==> config.mk <==
export PLATFORM = sky130hd
export DESIGN_NAME = uart_board_rx
export DESIGN_NICKNAME = d
export VERILOG_FILES = /design/src/rtl/uart_board_rx.sv
export SDC_FILE = /design/constraint.sdc
export NUM_CORES = 1
export LEC_CHECK = 0
export ABC_AREA = 0
export CAP_MARGIN = 10
export CORE_UTILIZATION = 60
export DETAILED_ROUTE_END_ITERATION = 8
export GPL_ROUTABILITY_DRIVEN = 0
export PLACE_DENSITY_LB_ADDON = 0.3
export RECOVER_POWER = 50
export REMOVE_ABC_BUFFERS = 1
export SETUP_SLACK_MARGIN = 0.02
export SLEW_MARGIN = 20
export SYNTH_ARGS = -nofsm -noshare
export SYNTH_HDL_FRONTEND = slang
export SYNTH_SLANG_ARGS = --single-unit
==> constraint.sdc <==
create_clock -name clk -period 2.56 [get_ports clk]
set_input_delay 0.256 -clock clk [delete_from_list [all_inputs] [get_ports clk]]
set_output_delay 0.256 -clock clk [all_outputs]
set_load 0.02 [all_outputs]
==> src/rtl/uart_board_rx.sv <==
// rtl/uart_board_rx.sv - 8N1 receiver assembling sync-framed board vectors; checksum byte enabled by UART_BOARD_RX_CHECKSUM_EN
module uart_board_rx #(
    parameter int         CLKS_PER_BIT = 868,
    parameter int         N_TILES      = 16,
    parameter int         TILE_W       = 12,
    parameter logic [7:0] SYNC_BYTE    = 8'hA5,
    parameter int         TIMEOUT_BITS = 20
) (
    input  logic                        clk,
    input  logic                        rst,
    input  logic                        i_rx,
    output logic [N_TILES*TILE_W-1:0]   o_board,
    output logic                        o_board_valid,
    output logic                        o_frame_err,
    output logic                        o_busy
);
    localparam int BOARD_W      = N_TILES * TILE_W;
    localparam int NB           = BOARD_W / 8;
    localparam int HALF_BIT     = CLKS_PER_BIT / 2;
    localparam int TIMEOUT_CLKS = TIMEOUT_BITS * CLKS_PER_BIT;
    localparam int CNT_W        = $clog2(CLKS_PER_BIT + 1);
    localparam int GAP_W        = $clog2(TIMEOUT_CLKS + 1);
    localparam int BCNT_W       = $clog2(NB + 1);
`ifdef UART_BOARD_RX_CHECKSUM_EN
    localparam int SHR_W        = BOARD_W;
`else
    // Last payload byte is committed straight from the receiver, so one byte less is held here.
    localparam int SHR_W        = BOARD_W - 8;
`endif

    if ((N_TILES * TILE_W) % 8 != 0) begin : g_nb_check
        $error("uart_board_rx: N_TILES*TILE_W must be a multiple of 8");
    end

    typedef enum logic [1:0] {RX_IDLE, RX_START, RX_DATA, RX_STOP} rx_state_t;
    typedef enum logic [1:0] {
        FR_HUNT,
        FR_PAYLOAD
`ifdef UART_BOARD_RX_CHECKSUM_EN
        , FR_CHECK
`endif
    } fr_state_t;

    logic               rx_s1, rx_s2, rx_d, rx_fall;
    rx_state_t          rx_state, rx_nxt;
    logic [CNT_W-1:0]   bit_cnt;
    logic [2:0]         bit_idx;
    logic [7:0]         rx_shift, rx_byte;
    logic               half_tick, full_tick, sample_bit, stop_ok, stop_bad, cnt_clear;
    logic               rx_strobe, rx_ferr;

    fr_state_t          fr_state, fr_nxt;
    logic [SHR_W-1:0]   shreg;
    logic [BCNT_W-1:0]  byte_cnt;
    logic [GAP_W-1:0]   gap_cnt;
    logic               last_byte, gap_expired;
    logic               do_clear, do_shift, do_commit, do_err;
`ifdef UART_BOARD_RX_CHECKSUM_EN
    logic [7:0]         xor_acc;
`endif

    // Two-flop synchronizer plus a delayed copy for falling-edge detection
    always_ff @(posedge clk or negedge rst) begin
        if (!rst) begin
            rx_s1 <= 1'b1;
            rx_s2 <= 1'b1;
            rx_d  <= 1'b1;
        end else begin
            rx_s1 <= i_rx;
            rx_s2 <= rx_s1;
            rx_d  <= rx_s2;
        end
    end

    assign rx_fall   = rx_d & ~rx_s2;
    assign half_tick = (bit_cnt == CNT_W'(HALF_BIT - 1));
    assign full_tick = (bit_cnt == CNT_W'(CLKS_PER_BIT - 1));

    // Bit receiver state register
    always_ff @(posedge clk or negedge rst) begin
        if (!rst) rx_state <= RX_IDLE;
        else      rx_state <= rx_nxt;
    end

    // Bit receiver next state
    always_comb begin
        rx_nxt = rx_state;
        case (rx_state)
            RX_IDLE:  if (rx_fall) rx_nxt = RX_START;
            RX_START: if (half_tick) rx_nxt = rx_s2 ? RX_IDLE : RX_DATA;
            RX_DATA:  if (full_tick && bit_idx == 3'd7) rx_nxt = RX_STOP;
            RX_STOP:  if (full_tick) rx_nxt = RX_IDLE;
            default:  rx_nxt = RX_IDLE;
        endcase
    end

    // Bit receiver sample and strobe decodes
    always_comb begin
        sample_bit = (rx_state == RX_DATA) && full_tick;
        stop_ok    = (rx_state == RX_STOP) && full_tick && rx_s2;
        stop_bad   = (rx_state == RX_STOP) && full_tick && !rx_s2;
        cnt_clear  = (rx_state != rx_nxt) || sample_bit;
    end

    // Bit timing counter, data shifter and registered byte strobes
    always_ff @(posedge clk or negedge rst) begin
        if (!rst) begin
            bit_cnt   <= '0;
            bit_idx   <= '0;
            rx_shift  <= '0;
            rx_byte   <= '0;
            rx_strobe <= 1'b0;
            rx_ferr   <= 1'b0;
        end else begin
            rx_strobe <= stop_ok;
            rx_ferr   <= stop_bad;
            if (cnt_clear)                bit_cnt <= '0;
            else if (rx_state != RX_IDLE) bit_cnt <= bit_cnt + CNT_W'(1);
            if (rx_state == RX_START)     bit_idx <= '0;
            else if (sample_bit)          bit_idx <= bit_idx + 3'd1;
            if (sample_bit)               rx_shift <= {rx_s2, rx_shift[7:1]};
            if (stop_ok)                  rx_byte <= rx_shift;
        end
    end

    assign last_byte   = (byte_cnt == BCNT_W'(NB - 1));
    assign gap_expired = (gap_cnt == GAP_W'(TIMEOUT_CLKS - 1));

    // Frame assembler state register
    always_ff @(posedge clk or negedge rst) begin
        if (!rst) fr_state <= FR_HUNT;
        else      fr_state <= fr_nxt;
    end

    // Frame assembler next state; a strobe always beats a simultaneous timeout
    always_comb begin
        fr_nxt = fr_state;
        case (fr_state)
            FR_HUNT: if (rx_strobe && rx_byte == SYNC_BYTE) fr_nxt = FR_PAYLOAD;
            FR_PAYLOAD: begin
                if (rx_ferr) fr_nxt = FR_HUNT;
                else if (rx_strobe) begin
`ifdef UART_BOARD_RX_CHECKSUM_EN
                    if (last_byte) fr_nxt = FR_CHECK;
`else
                    if (last_byte) fr_nxt = FR_HUNT;
`endif
                end else if (gap_expired) fr_nxt = FR_HUNT;
            end
`ifdef UART_BOARD_RX_CHECKSUM_EN
            FR_CHECK: if (rx_ferr || rx_strobe || gap_expired) fr_nxt = FR_HUNT;
`endif
            default: fr_nxt = FR_HUNT;
        endcase
    end

    // Frame assembler actions: clear on sync, shift payload, commit or flag an error
    always_comb begin
        do_clear  = 1'b0;
        do_shift  = 1'b0;
        do_commit = 1'b0;
        do_err    = 1'b0;
        o_busy    = (fr_state != FR_HUNT);
        case (fr_state)
            FR_HUNT: do_clear = rx_strobe && (rx_byte == SYNC_BYTE);
            FR_PAYLOAD: begin
                do_shift = rx_strobe;
`ifndef UART_BOARD_RX_CHECKSUM_EN
                do_commit = rx_strobe && last_byte;
`endif
                do_err   = rx_ferr || (!rx_strobe && gap_expired);
            end
`ifdef UART_BOARD_RX_CHECKSUM_EN
            FR_CHECK: begin
                do_commit = rx_strobe && (rx_byte == xor_acc);
                do_err    = rx_ferr || (rx_strobe && (rx_byte != xor_acc)) || (!rx_strobe && gap_expired);
            end
`endif
            default: ;
        endcase
    end

    // Payload shift register, gap timer and the committed board outputs
    always_ff @(posedge clk or negedge rst) begin
        if (!rst) begin
            shreg         <= '0;
            byte_cnt      <= '0;
            gap_cnt       <= '0;
            o_board       <= '0;
            o_board_valid <= 1'b0;
            o_frame_err   <= 1'b0;
`ifdef UART_BOARD_RX_CHECKSUM_EN
            xor_acc       <= '0;
`endif
        end else begin
            o_board_valid <= do_commit;
            o_frame_err   <= do_err;
            if (do_clear) begin
                shreg    <= '0;
                byte_cnt <= '0;
`ifdef UART_BOARD_RX_CHECKSUM_EN
                xor_acc  <= '0;
`endif
            end else if (do_shift) begin
                shreg    <= {shreg[SHR_W-9:0], rx_byte};
                byte_cnt <= byte_cnt + BCNT_W'(1);
`ifdef UART_BOARD_RX_CHECKSUM_EN
                xor_acc  <= xor_acc ^ rx_byte;
`endif
            end
            if (rx_strobe || fr_state == FR_HUNT) gap_cnt <= '0;
            else                                  gap_cnt <= gap_cnt + GAP_W'(1);
            if (do_commit) begin
`ifdef UART_BOARD_RX_CHECKSUM_EN
                o_board <= shreg;
`else
                o_board <= {shreg, rx_byte};
`endif
            end
        end
    end
endmodule

==> flow_metrics.env <==
export IMPL_rsz0062_at_grt="no"
export IMPL_clk_pin_slew_ns=0.06
export IMPL_ys_seq_area_share_pct=67.1
export IMPL_outcome="finished, violations left"
export IMPL_cts_hold_buf=1
export IMPL_vias_per_cell=5.92
export IMPL_cts_repair_resized=0
export IMPL_die_height_um=166
export IMPL_fin_crit_sh_pct=88.5
export IMPL_num_rows=59
export IMPL_ir_drop_mv=0.525
export IMPL_setup_viol=0
export IMPL_instances_no_fill=1614
export IMPL_layout_drive_gt1_share_pct=23.5
export IMPL_critical_path_class="reg2reg"
export IMPL_nets=1255
export IMPL_ioPinCount=198
export IMPL_synth_top_area_cell="dfrtp_1"
export IMPL_vias=9548
export IMPL_critPathCaptureType="flip-flop"
export IMPL_cts_root_buf="clkbuf_16"
export IMPL_synthFlopType="dfrtp_1"
export IMPL_ctsHtreeMaxLevel=2
export IMPL_cp_data_arrival_time_ns=2.73
export IMPL_place_inst=1536
export IMPL_cp_max_fo=186
export IMPL_violations="design-rule violations, max-capacitance violations, max-slew violations"
export IMPL_placed_area_um2=18500
export IMPL_critPathLaunch="fr_state[0]"
export IMPL_portBuffers=197
export IMPL_required_ns=3.02
export IMPL_diodes=0
export IMPL_max_freq_ghz=0.441
export IMPL_gr_total_overflow=0
export IMPL_r2r_end="shreg[135]"
export IMPL_grtUsageTotal_pct=23.8
export IMPL_cts_tree="done"
export IMPL_worstSetupEndpoint="shreg[135]"
export IMPL_dr_pass1_iters=9
export IMPL_drt_iter0_markers=715
export IMPL_cts_made_buffers=42
export IMPL_crit_slowest_cell="buf_6"
export IMPL_ys_warn_count=0
export IMPL_hpwlAfterDp_mm=18.6
export IMPL_worst_path_largest_cell_delay_ns=0.84
export IMPL_grt_first_pass_wirelength_mm=53.1
export IMPL_syn_avg_cell_area_um2=15.3
export IMPL_grt_max_degree=187
export IMPL_p_per_area_nw_per_um2=679
export IMPL_synth_top_area_share_pct=66.6
export IMPL_slew_violations=175
export IMPL_core_um2=26300
export IMPL_synthCells=1058
export IMPL_postCtsSetupBuffers=0
export IMPL_wl_mm=31.5
export IMPL_design_area_um2=19900
export IMPL_die_area_um2=27700
export IMPL_hold_slack_ns=0.268
export IMPL_r2r_slack_ns=0.29
export IMPL_fin_skew_ns=0.0142
export IMPL_hold_path_class="in2reg"
export IMPL_start_util_pct=61.7
export IMPL_grt_pass1_vias=9728
export IMPL_antenna_found_initial=0
export IMPL_clock_sinks=435
export IMPL_synthDistinctLibCells=44
export IMPL_p_leak_uw=0.00960
export IMPL_clk_latency_ns=0.53
export IMPL_finalHoldViolations=0
export IMPL_synth_edff_count=0
export IMPL_cp_cell_sequence="and2_4 -> buf_6 -> a22o_1"
export IMPL_async_flop_share_pct=100
export IMPL_cap_viol_max_count=1
export IMPL_final_antenna_net_count=0
export IMPL_wire_per_inst_um=19.5
export IMPL_drc_errors=16
export IMPL_worst_setup_path_start_kind="flip-flop"
export IMPL_r2r_start="fr_state[0]"
export IMPL_yosys_top_cells_area="dfrtp_1, mux2_2, a22o_1, buf_4, xnor2_1"
export IMPL_reg2reg_depth=3
export IMPL_synthToLayoutAreaGrowth_pct=22.4
export IMPL_clockBufferDepth=3
export IMPL_slew_headroom_pct=-7.06
export IMPL_mappedNetlistArea_um2=16200
export IMPL_synth_seq_cells=435
export IMPL_die_w_um=166
export IMPL_ys_top_cells_by_count="dfrtp_1, mux2_2, a22o_1"
export IMPL_tightest_slew_ns=1.61
export IMPL_power_uw=13500
export IMPL_final_core_util_pct=75.6
export IMPL_period_minus_slack_ns=2.27
export IMPL_yosysMostFrequentCell="dfrtp_1"
## how the worst min path moves through the flow
| stage | startpoint | endpoint | slack [ns] | cells after the start |
|---|---|---|---|---|
| after CTS | i_rx | rx_s1 | 0.11 | 1 |
| final | i_rx | rx_s1 | 0.27 | 1 |
| after global placement | rst | shreg[178] | 0.23 | 1 |
| after detailed placement | rst | shreg[170] | 0.23 | 1 |
| after global routing | i_rx | rx_s1 | 0.27 | 1 |
| after floorplan | rst | bit_cnt[0] | -0.04 | 0 |
## sequential cells by signal (all words and copies together), names as in the netlist
signal / flops
rx_state: 2
bit_idx: 3
rx_shift: 8
o_board_valid: 1
rx_strobe: 1
rx_s1: 1
rx_s2: 1
byte_cnt: 5
rx_byte: 8
fr_state: 1
o_frame_err: 1
rx_ferr: 1
shreg: 184
gap_cnt: 15
bit_cnt: 10
o_board: 192
rx_d: 1
## cell families after synthesis
kind of cell / after synthesis / synth area share (%)
AOI/OAI and AO/OA: 210 / 11.1
xor gates and xnor gates: 22 / 1.19
adders and majority gates: 6 / 0.463
buffers and inverters: 76 / 2.42
DFF: 435 / 67.1
muxes: 208 / 14.4
and+or+nand+nor: 101 / 3.31
## placed cells by master (no fill, tap or decap), drive strengths merged, types with 4 or more instances in the layout
cell type / count
nand4: 6
nor2: 32
inv: 11
ha: 6
o21ai: 11
nand3: 18
dfrtp: 432
clkbuf: 63
nor4: 6
and3: 4
xor2: 4
clkinv: 9
dlygate4sd3: 37
nor3: 7
nand2: 12
a22o: 185
mux2: 208
buf: 12
xnor2: 18
clkdlybuf4s50: 160
## cell type report
| type | count | area [um^2] |
|---|---|---|
| inverter | 9 | 33.8 |
| fill | 1588 | 6420 |
| sequential | 435 | 10900 |
| clock inverter | 16 | 179 |
| multi-input combinational | 547 | 4950 |
| timing repair buffer | 211 | 2170 |
| tap | 335 | 419 |
| clock buffer | 61 | 1210 |
## routing by layer
metal | track usage (%) | wire length [um] | vias up
met1 | 34.7 | 14300 | 4972
li1 | - | - | 4283
met4 | 6.80 | 668 | 0
met2 | 36.6 | 14800 | 244
met5 | 0 | 0 | -
met3 | 4.92 | 1690 | 49
## where the power goes
part           switching, uW  total, uW  internal, uW
combinational            220        334           114
sequential              86.6       7020          6940
clock                   2520       6130          3610
total                   2820      13500         10700
## stage by stage
stage          setup slack [ns]   TNS, ns
2_1_floorplan             -7.22  -2193.51
3_3_place_gp              0.554         0
3_5_place_dp              0.535         0
4_1_cts                   0.514         0
5_1_grt                   0.199         0
6_report                  0.295         0
## worst max-delay path, delay by kind of cell, from the launching register on
family / cells / cell delay (ns)
buffers and inverters: 1 / 0.84
flip-flops: 1 / 0.48
AO/OA/AOI/OAI: 1 / 0.32
AND/OR/NAND/NOR: 1 / 0.22
(Power assumes the default switching activity.)
